[config.mk]
export PLATFORM = sky130hd
export DESIGN_NAME = pipelined_adder_tree
export DESIGN_NICKNAME = d
export VERILOG_FILES = /design/src/rtl/adder_tree_pkg.sv /design/src/rtl/adder_tree_level.sv /design/src/rtl/pipelined_adder_tree.sv
export SDC_FILE = /design/constraint.sdc
export NUM_CORES = 1
export LEC_CHECK = 0
export ABC_CLOCK_PERIOD_IN_PS = 4100
export BUFFER_PORTS_ARGS = -buffer_cell sky130_fd_sc_hd__clkbuf_2
export CAP_MARGIN = 20
export CORE_MARGIN = 1.5
export CORE_UTILIZATION = 56
export CTS_CLUSTER_SIZE = 24
export DETAILED_ROUTE_END_ITERATION = 12
export PLACE_DENSITY = 0.75
export SYNTH_ARGS = -nofsm -noshare
export SYNTH_HDL_FRONTEND = slang
export SYNTH_SLANG_ARGS = --single-unit
export TNS_END_PERCENT = 100
[constraint.sdc]
create_clock -name clk -period 4.1 [get_ports clk]
set_input_delay 0.615 -clock clk [delete_from_list [all_inputs] [get_ports clk]]
set_output_delay 0.615 -clock clk [all_outputs]
set_load 0.05 [all_outputs]
[src/rtl/adder_tree_pkg.sv]
// Sizing helpers and defaults shared by the adder tree top and its level sub-module.
package adder_tree_pkg;

    localparam int DEFAULT_WIDTH     = 32;
    localparam int DEFAULT_INPUT_NUM = 8;
    localparam int ACC_MARGIN        = 8;

    // Number of tree levels; never below one so a two-operand tree still registers once.
    function automatic int tree_stages(input int n);
        return (n <= 2) ? 1 : $clog2(n);
    endfunction

    function automatic int sum_width(input int w, input int n);
        return w + tree_stages(n);
    endfunction

endpackage

[src/rtl/adder_tree_level.sv]
// One registered reduction level: pairwise sums one bit wider, odd operand passes through extended.
module adder_tree_level
    import adder_tree_pkg::*;
#(
    parameter int IN_NUM   = 2,
    parameter int IN_WIDTH = 8,
    parameter int SIGNED   = 1
) (
    input  logic                                  clk,
    input  logic                                  rst,
    input  logic                                  en_i,
    input  logic                                  valid_i,
    input  logic                                  last_i,
    input  logic [IN_NUM-1:0][IN_WIDTH-1:0]       data_i,
    output logic                                  valid_o,
    output logic                                  last_o,
    output logic [(IN_NUM+1)/2-1:0][IN_WIDTH:0]   data_o
);

    localparam int OUT_NUM = (IN_NUM + 1) / 2;

    logic [OUT_NUM-1:0][IN_WIDTH:0] data_d;
    logic [OUT_NUM-1:0][IN_WIDTH:0] data_q;
    logic                           valid_q;
    logic                           last_q;

    function automatic logic [IN_WIDTH:0] extend(input logic [IN_WIDTH-1:0] x);
        return (SIGNED != 0) ? {x[IN_WIDTH-1], x} : {1'b0, x};
    endfunction

    for (genvar i = 0; i < OUT_NUM; i++) begin : g_pair
        if (2 * i + 1 < IN_NUM) begin : g_add
            assign data_d[i] = extend(data_i[2*i]) + extend(data_i[2*i+1]);
        end else begin : g_pass
            assign data_d[i] = extend(data_i[2*i]);
        end
    end

    always_ff @(posedge clk) begin
        if (rst) begin
            data_q  <= '0;
            valid_q <= 1'b0;
            last_q  <= 1'b0;
        end else if (en_i) begin
            data_q  <= data_d;
            valid_q <= valid_i;
            last_q  <= last_i;
        end
    end

    assign data_o  = data_q;
    assign valid_o = valid_q;
    assign last_o  = last_q;

endmodule

[src/rtl/pipelined_adder_tree.sv]
// Fully pipelined adder tree with optional multi-beat accumulation; one global stall covers every stage.
module pipelined_adder_tree
    import adder_tree_pkg::*;
#(
    parameter int WIDTH     = DEFAULT_WIDTH,
    parameter int INPUT_NUM = DEFAULT_INPUT_NUM,
    parameter int SIGNED    = 1,
    parameter int ACC_WIDTH = sum_width(WIDTH, INPUT_NUM) + ACC_MARGIN
) (
    input  logic                                clk,
    input  logic                                rst,
    input  logic                                in_valid,
    output logic                                in_ready,
    input  logic                                in_last,
    input  logic [INPUT_NUM-1:0][WIDTH-1:0]     indata,
    output logic                                out_valid,
    input  logic                                out_ready,
    output logic [ACC_WIDTH-1:0]                res
);

    localparam int STAGE_NUM = tree_stages(INPUT_NUM);
    localparam int SUM_WIDTH = sum_width(WIDTH, INPUT_NUM);
    localparam int PAD_NUM   = 1 << STAGE_NUM;

    if (INPUT_NUM < 2) begin : g_chk_input_num
        $error("pipelined_adder_tree: INPUT_NUM must be at least 2");
    end
    if (ACC_WIDTH < SUM_WIDTH) begin : g_chk_acc_width
        $error("pipelined_adder_tree: ACC_WIDTH must not be narrower than the tree sum");
    end

    logic                              advance;
    logic [PAD_NUM-1:0][WIDTH-1:0]     padded;
    logic                              tree_valid;
    logic                              tree_last;
    logic [SUM_WIDTH-1:0]              tree_sum;
    logic [ACC_WIDTH-1:0]              sum_ext;
    logic [ACC_WIDTH-1:0]              total;
    logic [ACC_WIDTH-1:0]              acc_q;
    logic [ACC_WIDTH-1:0]              res_q;
    logic                              first_q;
    logic                              out_valid_q;

    assign advance  = !out_valid_q || out_ready;
    assign in_ready = advance;

    always_comb begin
        padded                = '0;
        padded[INPUT_NUM-1:0] = indata;
    end

    // Level k consumes the previous level's output; widths grow by one bit per level.
    for (genvar k = 0; k < STAGE_NUM; k++) begin : g_lvl
        localparam int N_IN  = PAD_NUM >> k;
        localparam int N_OUT = (N_IN + 1) / 2;
        localparam int W_IN  = WIDTH + k;

        logic [N_IN-1:0][W_IN-1:0]  din;
        logic                       din_valid;
        logic                       din_last;
        logic [N_OUT-1:0][W_IN:0]   dout;
        logic                       dout_valid;
        logic                       dout_last;

        if (k == 0) begin : g_src
            assign din       = padded;
            assign din_valid = in_valid;
            assign din_last  = in_last;
        end else begin : g_src
            assign din       = g_lvl[k-1].dout;
            assign din_valid = g_lvl[k-1].dout_valid;
            assign din_last  = g_lvl[k-1].dout_last;
        end

        adder_tree_level #(
            .IN_NUM   (N_IN),
            .IN_WIDTH (W_IN),
            .SIGNED   (SIGNED)
        ) u_level (
            .clk     (clk),
            .rst     (rst),
            .en_i    (advance),
            .valid_i (din_valid),
            .last_i  (din_last),
            .data_i  (din),
            .valid_o (dout_valid),
            .last_o  (dout_last),
            .data_o  (dout)
        );
    end

    assign tree_valid = g_lvl[STAGE_NUM-1].dout_valid;
    assign tree_last  = g_lvl[STAGE_NUM-1].dout_last;
    assign tree_sum   = g_lvl[STAGE_NUM-1].dout[0];

    always_comb begin
        if (SIGNED != 0) begin
            sum_ext = ACC_WIDTH'($signed(tree_sum));
        end else begin
            sum_ext = ACC_WIDTH'(tree_sum);
        end
        total = (first_q ? '0 : acc_q) + sum_ext;
    end

    // A closing beat loads res while the old one is consumed, so out_valid can stay high.
    always_ff @(posedge clk) begin
        if (rst) begin
            acc_q       <= '0;
            first_q     <= 1'b1;
            out_valid_q <= 1'b0;
            res_q       <= '0;
        end else if (advance) begin
            if (tree_valid) begin
                if (tree_last) begin
                    res_q       <= total;
                    out_valid_q <= 1'b1;
                    first_q     <= 1'b1;
                    acc_q       <= '0;
                end else begin
                    acc_q       <= total;
                    first_q     <= 1'b0;
                    out_valid_q <= 1'b0;
                end
            end else begin
                out_valid_q <= 1'b0;
            end
        end
    end

    assign out_valid = out_valid_q;
    assign res       = res_q;

endmodule

### Yosys cells after proc, flatten, opt, wreduce, memory -nomap -nowiden

Cells that the tools add are included.
Widths: inputs -> output; s select.

| storage, ports and cells | value |
|---|---|
| register bits | 329 |
| output and inout port bits | 45 |
| logic and storage cells | 33 |

| operators by class | value |
|---|---|
| add/sub/neg operators | 8 |
| muxes and demuxes | 4 |
| reduce and logical (&&, ||, !) cells | 4 |

Operators by type and width:

| cell | count |
|---|---|
| $add 32x32->33 | 4 |
| $mux 43 | 2 |
| $add 33x33->34 | 2 |
| $add 43x43->43 | 1 |
| $add 34x34->35 | 1 |
| $reduce_and 3->1 | 1 |
| $mux 1 | 2 |
| $reduce_and 2->1 | 1 |
| $logic_not 1->1 | 1 |
| $logic_or 1x1->1 | 1 |

### Longest topological paths before layout

Gate-level depths: netlist of the first run.

| depth | value |
|---|---|
| depth in word-level cells | 3 |
| mapped depth | 14 |

### Hierarchy

Synthesis of the first run repeated with hierarchy kept, for this count alone.

| second synthesis, totals | value |
|---|---|
| cells, all modules | 3191 |
| area total of the unflattened synthesis | 25595.8 µm² |

Modules (own cells, without submodules):

| module | times used | cells an instance | area an instance (µm²) |
|---|---|---|---|
| adder_tree_level (g_lvl[0].u_level) | 1 | 1392 | 11066.9 |
| adder_tree_level (g_lvl[1].u_level) | 1 | 719 | 5728.0 |
| pipelined_adder_tree | 1 | 658 | 5536.6 |
| adder_tree_level (g_lvl[2].u_level) | 1 | 422 | 3264.4 |

### Worst setup path before layout of the first run

OpenSTA, ideal clock, no wires.

| timing path | value |
|---|---|
| path type | reg-to-reg |
| start point | register first_q |
| end point | register res_q[38], in the netlist res[38] |
| library setup time | 127 ps |
| arrival time | 3201 ps |
| required time | 3973 ps |
| setup slack | 772 ps |
| stages on the path, launching flop included | 15 |
| cells stage by stage | dfxtp_1 -> clkbuf_1 -> nor2b_1 -> ha_1 -> fa_1 -> a21o_1 -> a21oi_1 -> o21a_1 -> o31ai_4 -> a211oi_2 -> nor2_1 -> a21oi_4 -> o21ai_2 -> nor4b_1 -> or3_1 |

| between the ends | value |
|---|---|
| word-level cells in the longest chain between the ends | 2 |

Ends and longest elaborated chain:

| item | line | text |
|---|---|---|
| from (decl) | pipelined_adder_tree.sv:41 | `logic first_q;` |
| from (signal assigned) | pipelined_adder_tree.sv:109 | `first_q <= 1'b1;` |
| from (signal assigned) | pipelined_adder_tree.sv:117 | `first_q <= 1'b1;` |
| from (signal assigned) | pipelined_adder_tree.sv:121 | `first_q <= 1'b0;` |
| $mux 43 | pipelined_adder_tree.sv:102 | `total = (first_q ? '0 : acc_q) + sum_ext;` |
| $add 43x43->43 | pipelined_adder_tree.sv:102 |  |
| to (signal assigned) | pipelined_adder_tree.sv:115 | `res_q <= total;` |
| to (decl) | pipelined_adder_tree.sv:40 | `logic [ACC_WIDTH-1:0] res_q;` |

No other way between the ends.
A chain may end at the register's enable or synchronous reset.

### Worst setup path in the final report of the first run

Same ends and word-level chain as after synthesis.

==> results of run 1 <==
cell usage after synthesis (5+ instances only):
library cell  count
a211o_1           7
a211oi_1         54
a21boi_0          5
a21o_1          155
a21oi_1         353
a21oi_2           5
a221o_1           7
a22o_1           76
a22oi_1          17
a311oi_1          6
a31o_2            7
a31oi_1          27
a41oi_1           5
and2_1           16
and3_1           24
and4_1            5
buf_1            11
clkbuf_1        118
dfxtp_1         329
fa_1              8
ha_1            270
inv_1            62
mux2i_1           6
nand2_1         416
nand2b_1         21
nand3_1          57
nand3b_1          5
nand4_1          41
nor2_1          173
nor2b_1          64
nor3_1           35
nor3b_1           7
o211a_1           5
o211ai_1         18
o21a_1           38
o21ai_0         165
o21ai_1          25
o21bai_1         30
o22ai_1           7
o31ai_1          17
or2_2             5
or3_1            15
xnor2_1         128
xor2_1           94
cell usage in the layout, fill, tap and decap left out, types with 76 or more instances in the layout:
| master | synthesis | routed |
|---|---|---|
| ha_1 | 270 | 270 |
| dfxtp_1 | 329 | 329 |
| o21ai_0 | 165 | 165 |
| nand2_1 | 416 | 416 |
| a21o_1 | 155 | 155 |
| a21oi_1 | 353 | 353 |
| xnor2_1 | 128 | 128 |
| xor2_1 | 94 | 94 |
| nor2_1 | 173 | 171 |
| clkbuf_2 | 0 | 304 |
| a22o_1 | 76 | 76 |
metrics by stage:
step                      setup WS, ns  cells  instance area, um2
after floorplan                  0.772   3029               24200
after global placement           0.587   3811               26300
after CTS                        0.630   3875               27500
after global routing             0.354   3875               27500
after detailed placement         0.587   3811               26300
final                            0.600   3875               27500
tightest hold or removal path: cells and delay by family:
family,cells,cell delay [ns]
AOI/OAI and AO/OA,1,0.06
buffers and inverters,1,0.08
and+or+nand+nor,1,0.05
per-layer routing:
metal  vias up  part of all wire
met1     10920              0.47
li1      11538                 -
met4         0             0.023
met5         -                 0
met2       615              0.46
met3       103             0.044
final cells by class:
| type | count | share of cell area |
|---|---|---|
| multi-input combinational | 2508 | 0.617 |
| clock inverter | 16 | 0.00873 |
| inverter | 63 | 0.00878 |
| clock buffer | 48 | 0.0370 |
| timing repair buffer | 326 | 0.0628 |
| tap | 585 | 0.0266 |
| sequential | 329 | 0.239 |
worst max-delay path by stage:
stage | slack [ns] | cells past startpoint | from | endpoint
floorplan | 0.77 | 14 | first_q$_SDFFE_PP1P_ | res[38]$_SDFFE_PP0P_
global placement | 0.59 | 13 | indata[192] | g_lvl[0].u_level.data_o[125]$_SDFFE_PP0N_
detailed placement | 0.59 | 13 | indata[192] | g_lvl[0].u_level.data_o[125]$_SDFFE_PP0N_
CTS | 0.63 | 13 | first_q$_SDFFE_PP1P_ | res[38]$_SDFFE_PP0P_
global route | 0.35 | 12 | g_lvl[0].u_level.data_o[0]$_SDFFE_PP0N_ | g_lvl[1].u_level.data_o[30]$_SDFFE_PP0N_
finish | 0.60 | 13 | first_q$_SDFFE_PP1P_ | res[38]$_SDFFE_PP0P_
sequential cells by signal, indices dropped and copies added, names as in the netlist:
register,flops
out_valid,1
res,43
g_lvl.u_level.data_o,235
first_q,1
g_lvl.u_level.last_o,3
g_lvl.u_level.valid_o,3
acc_q,43
power by group through the flow:
stage / Sequential (mW) / Clock [mW] / Combinational [mW]
3_3_place_gp: 4.06 / 0 / 3.80
2_1_floorplan: 3.91 / 0 / 2.98
6_report: 4.00 / 3.48 / 3.95
5_1_grt: 4.05 / 3.67 / 4.39
4_1_cts: 4.00 / 3.53 / 3.91
3_5_place_dp: 4.06 / 0 / 3.87
cell families after synthesis:
group	share of synthesized area
compound gates	0.297
flops	0.272
mux	0.00294
xor+xnor	0.0802
fa+ha+maj	0.146
simple gates	0.172
buf+inv	0.0297
==> out/summary.txt, run 1 <==
status = completed
Crit-path slowest cell = buf_4
Startpoint Class = flop
input/output buffers = 305
Critical Path Max Stage Delay = 0.38 ns
die footprint = 0.0445 mm2
drt drc = 0
first-pass GRT wire length = 110 mm
share of the synthesized area in the top cell type = 0.272
GRT Util Overall = 0.296
Sw Pwr = 3.99 mW
CTS root buf = clkbuf_16
leakage power = 12.9 nW
sequential share of the synthesized area = 0.272
cell family with most CP delay = compound AO/OA/AOI/OAI gates
max-slew violations = 0
Routed Antenna Nets = 0
Hold Crit Depth = 3
met3 Resource Use GR = 0.0257
PwrDens = 416 mW/mm2
layout cells sized above 1 = 0.133
hpwl dp = 51.4 mm
post-CTS setup buffers = 0
Slew @ Worst Pin = 1.00 ns
Routed Wire Length = 66.9 mm
RSZ-0062 raised after global routing = false
hold-fix buffers at CTS = 0
Synth warnings = 0
detailed-router iteration count before antenna repair = 7
logic gate share of total power = 0.346
post-synthesis cell type count = 92
Synth Flop Type = dfxtp_1
synthesized instance count = 3029
Peak supply drop = 0.000328 V
Critical Path RT = 4.53 ns
gpl congestion = 0.973
register area = 0.00659 mm2
CTS Sinks = 329
HP Start = in_valid
met2 usage = 0.499
r2r endpoint = res[38]$_SDFFE_PP0P_
# diodes = 0
H-tree depth = 2
global route overflow = 0
Fin Setup TNS = 0 ns
post-synth top area cell = dfxtp_1
max cap viols = 0
Clock Power Share = 0.305
synthesized cell area = 0.0242 mm2
Multi-input gate area = 0.0170 mm2
Crit. End Element = flop
CTS Buf Count = 37
largest cells by area after synthesis = dfxtp_1 (27%), ha_1 (14%), a21oi_1 (7.3%), nand2_1 (6.4%), a21o_1 (4.8%)
clk slew on worst S/H paths = 0.06 ns
Max-Slew Margin vs Limit = 0.331
peak fanout along the critical path = 33
Worst R2R Start = first_q$_SDFFE_PP1P_
Crit Path Class = flop to flop
GRT Max-Usage Layer = met2
worst path bufs/invs = 1
Final nets = 3804
initial antenna violation count = 0
core footprint = 0.0429 mm2
P&R area growth vs syn = 13.5%
Final Util = 0.641
Int Power = 7.45 mW
Worst R2R Path Depth = 13
Layout fillers = 3760
Post-synth ARST share = 0
DR vias = 23176
Mapped Avg Cell Area = 8.00 um2
Synth Register Bits = 329
reg2reg setup slack = 0.60 ns
worst path arrival time = 3.93 ns
skew final = 0.0179 ns
fmax = 286 MHz
Reg power frac = 0.350
Final Hold Slack = 0.308 ns
sink of the worst hold path = g_lvl[0].u_level.valid_o$_SDFFE_PP0N_
Min Clock Period, post-route = 3.50 ns
CP cell instances = buf_4, nor2b_1, ha_1, a21o_1, a21oi_1, o21a_1, o31ai_4, a211oi_2, nor2_1, a21oi_4, o21ai_2, nor4b_1, or3_1
worst-skew pair later-pin latency = 0.55 ns
Max Root-Sink Buffers = 3
Resized Gates After CTS = 0
final setup fails = 0
CTS tree = done
chip height = 211 um
initial DRC count = 1492
die extent in x = 211 um
Hold Path Class = primary input to flop
post-synthesis net count = 3568
Final Hold Viols = 0
Initial Util = 0.565
Top-Level Pins = 306
total power = 11.4 mW
WL per Instance = 17.3 um
met1 Resource Use GR = 0.403
num rows = 76
final period utilization = 0.854
drt via density = 5.98
largest net degree at the start of global routing = 133
Post-synth EDFFs = 0
sw frac = 0.348
vias in the first global route = 22334
(Power assumes the default switching activity.)
==> run 2, diff against run 1 <==
--- a/config.mk
+++ b/config.mk
@@ -13,6 +13,7 @@
 export CTS_CLUSTER_SIZE = 24
 export DETAILED_ROUTE_END_ITERATION = 12
 export PLACE_DENSITY = 0.75
+export REMOVE_ABC_BUFFERS = 1
 export SYNTH_ARGS = -nofsm -noshare
 export SYNTH_HDL_FRONTEND = slang
 export SYNTH_SLANG_ARGS = --single-unit
==> run 2 against run 1 <==
Compared with the run above:
- non-clock buffer count decreased by 5
- critical path depth increased by 1
- power increased by 0.38%
- sequential power about the same
- worst hold slack got worse by 0.012 ns
- wire length decreased by 1.8%
- critical endpoint unchanged
- highest routed layer unchanged
- global-route usage decreased by 0.93 points
- first-iteration DRC count decreased by 4.1%
- clock-buffer cell count increased by 4
- final cell count unchanged
- critical path type unchanged
==> out/summary.txt, run 2 (synthesis gave the netlist of run 1 again) <==
status = completed
first-pass GRT wire length = 106 mm (-3.2%)
met2 usage = 0.486 (-0.0132)
die footprint = 0.0445 mm2 (unchanged)
num rows = 76 (unchanged)
Peak supply drop = 0.000255 V (-22%)
cell family with most CP delay = compound AO/OA/AOI/OAI gates
Final Util = 0.642 (+0.000963)
core footprint = 0.0429 mm2 (unchanged)
Resized Gates After CTS = 0 (unchanged)
CTS Buf Count = 38 (+2.7%)
Routed Wire Length = 65.7 mm (-1.8%)
final setup fails = 0 (unchanged)
CP cell instances = buf_4, nor2b_1, ha_1, fa_1, a21o_1, a21oi_1, o21a_1, o31ai_4, a211oi_2, nor2_1, a21oi_4, o21ai_2, nor4b_1, or3_1
gpl congestion = 0.911 (-6.4%)
# diodes = 0 (unchanged)
chip height = 211 um (unchanged)
Setup WS pre-CTS = 0.551 ns (-0.0360 ns)
worst path arrival time = 3.96 ns (+0.03 ns)
Min Clock Period, post-route = 3.52 ns (+0.0199 ns)
Top-Level Pins = 306 (unchanged)
post-route insts no fill = 3875 (unchanged)
skew final = 0.0331 ns (+0.0151 ns)
RSZ-0062 raised after global routing = false
P&R area growth vs syn = 13.7%
Startpoint Class = flop
global route overflow = 0 (unchanged)
CTS tree = done
fmax = 284 MHz (-0.56%)
Critical Path RT = 4.54 ns (about the same)
CTS Sinks = 329 (unchanged)
H-tree depth = 2 (unchanged)
commonest non-fill, non-tap cells in the layout = nand2_1 (416), a21oi_1 (352), dfxtp_1 (329)
Critical Path Max Stage Delay = 0.42 ns (+0.04 ns)
Slew @ Worst Pin = 1.02 ns (+0.0112 ns)
drt drc = 0 (unchanged)
total power = 11.5 mW (+0.38%)
Final Hold Viols = 0 (unchanged)
leakage power = 12.9 nW (about the same)
initial antenna violation count = 0 (unchanged)
final period utilization = 0.858 (+0.00484)
Hold Path Class = primary input to flop
Crit-path slowest cell = fa_1
hold-fix buffers at CTS = 0 (unchanged)
layout cells sized above 1 = 0.133 (+0.000304)
Routed Antenna Nets = 0 (unchanged)
Final Hold Slack = 0.296 ns (-0.0124 ns)
GRT Util Overall = 0.287 (-0.00933)
vias in the first global route = 21796 (-2.4%)
Crit Path Class = flop to flop
CTS root buf = clkbuf_16
Final nets = 3800 (-0.11%)
peak fanout along the critical path = 10 (-70%)
input/output buffers = 305 (unchanged)
worst path bufs/invs = 1 (unchanged)
die extent in x = 211 um (unchanged)
PnR worst setup slack = 0.581 ns (-0.0199 ns)
largest net degree at the start of global routing = 138 (+3.8%)
Crit. End Element = flop
Max-Slew Margin vs Limit = 0.321 (-0.00906)
hpwl dp = 50.2 mm (-2.3%)
max cap viols = 0 (unchanged)
GRT Max-Usage Layer = met2
drt via density = 5.93 (-0.88%)
Initial Util = 0.565 (unchanged)
post-CTS setup buffers = 0 (unchanged)
max-slew violations = 0 (unchanged)
PwrDens = 417 mW/mm2 (+0.23%)
met1 Resource Use GR = 0.379 (-0.0235)
Largest register FFs = 235 (unchanged)
WL per Instance = 17.0 um (-1.8%)
most common cell after layout, fill and taps aside = nand2_1
Max Root-Sink Buffers = 3 (unchanged)
initial DRC count = 1431 (-4.1%)
worst-skew pair later-pin latency = 0.56 ns (about the same)
placed cell count = 3806 (-0.13%)
DR vias = 22971 (-0.88%)
detailed-router iteration count before antenna repair = 7 (unchanged)
met3 Resource Use GR = 0.0327 (+0.00699)
clk slew on worst S/H paths = 0.06 ns (about the same)
-- run 2: layout make-up --
| class | count | area (um2) |
|---|---|---|
| Timing Repair Buffer | 321 | 1700 |
| Inverter | 63 | 241 |
| Clock inverter | 17 | 214 |
| Fill cell | 3804 | 15300 |
| Clock buffer | 52 | 1090 |
| Sequential cell | 329 | 6590 |
| Tap cell | 585 | 732 |
| Multi-Input combinational cell | 2508 | 17000 |
-- run 2: routing by layer --
metal / share of wire / routed length, um / vias to the layer above
li1: - / - / 11521
met4: 0.029 / 1890 / 0
met2: 0.46 / 30500 / 645
met3: 0.046 / 3040 / 115
met5: 0 / 0 / -
met1: 0.46 / 30300 / 10690
-- run 2: metrics by stage --
step / area (um2) / TNS, ns
6_report: 27600 / 0
5_1_grt: 27600 / 0
4_1_cts: 27600 / 0
3_5_place_dp: 26200 / 0
3_3_place_gp: 26200 / 0
2_1_floorplan: 23700 / -1963.57
-- run 2: worst paths after layout --
path                                                      startpoint                                    end  slack, ns  cells past startpoint
worst min register to register  g_lvl[0].u_level.last_o$_SDFFE_PP0N_   g_lvl[0].u_level.last_o$_SDFFE_PP0N_       0.45                      2
worst max register to register                  first_q$_SDFFE_PP1P_                   res[38]$_SDFFE_PP0P_       0.58                     14
worst min-delay path                                        in_valid  g_lvl[0].u_level.valid_o$_SDFFE_PP0N_       0.30                      3
worst max-delay path                            first_q$_SDFFE_PP1P_                   res[38]$_SDFFE_PP0P_       0.58                     14
-- run 2: worst min-delay path: stages --
cell	delay [ns]
clkbuf_2	0.08
nand2_1	0.04
a21oi_1	0.06
-- run 2: report_power, final --
group / internal [mW] / total (mW) / switching [mW]
clock network: 2.13 / 3.54 / 1.40
registers: 3.65 / 4.01 / 0.353
logic: 1.67 / 3.94 / 2.27
total: 7.45 / 11.5 / 4.03
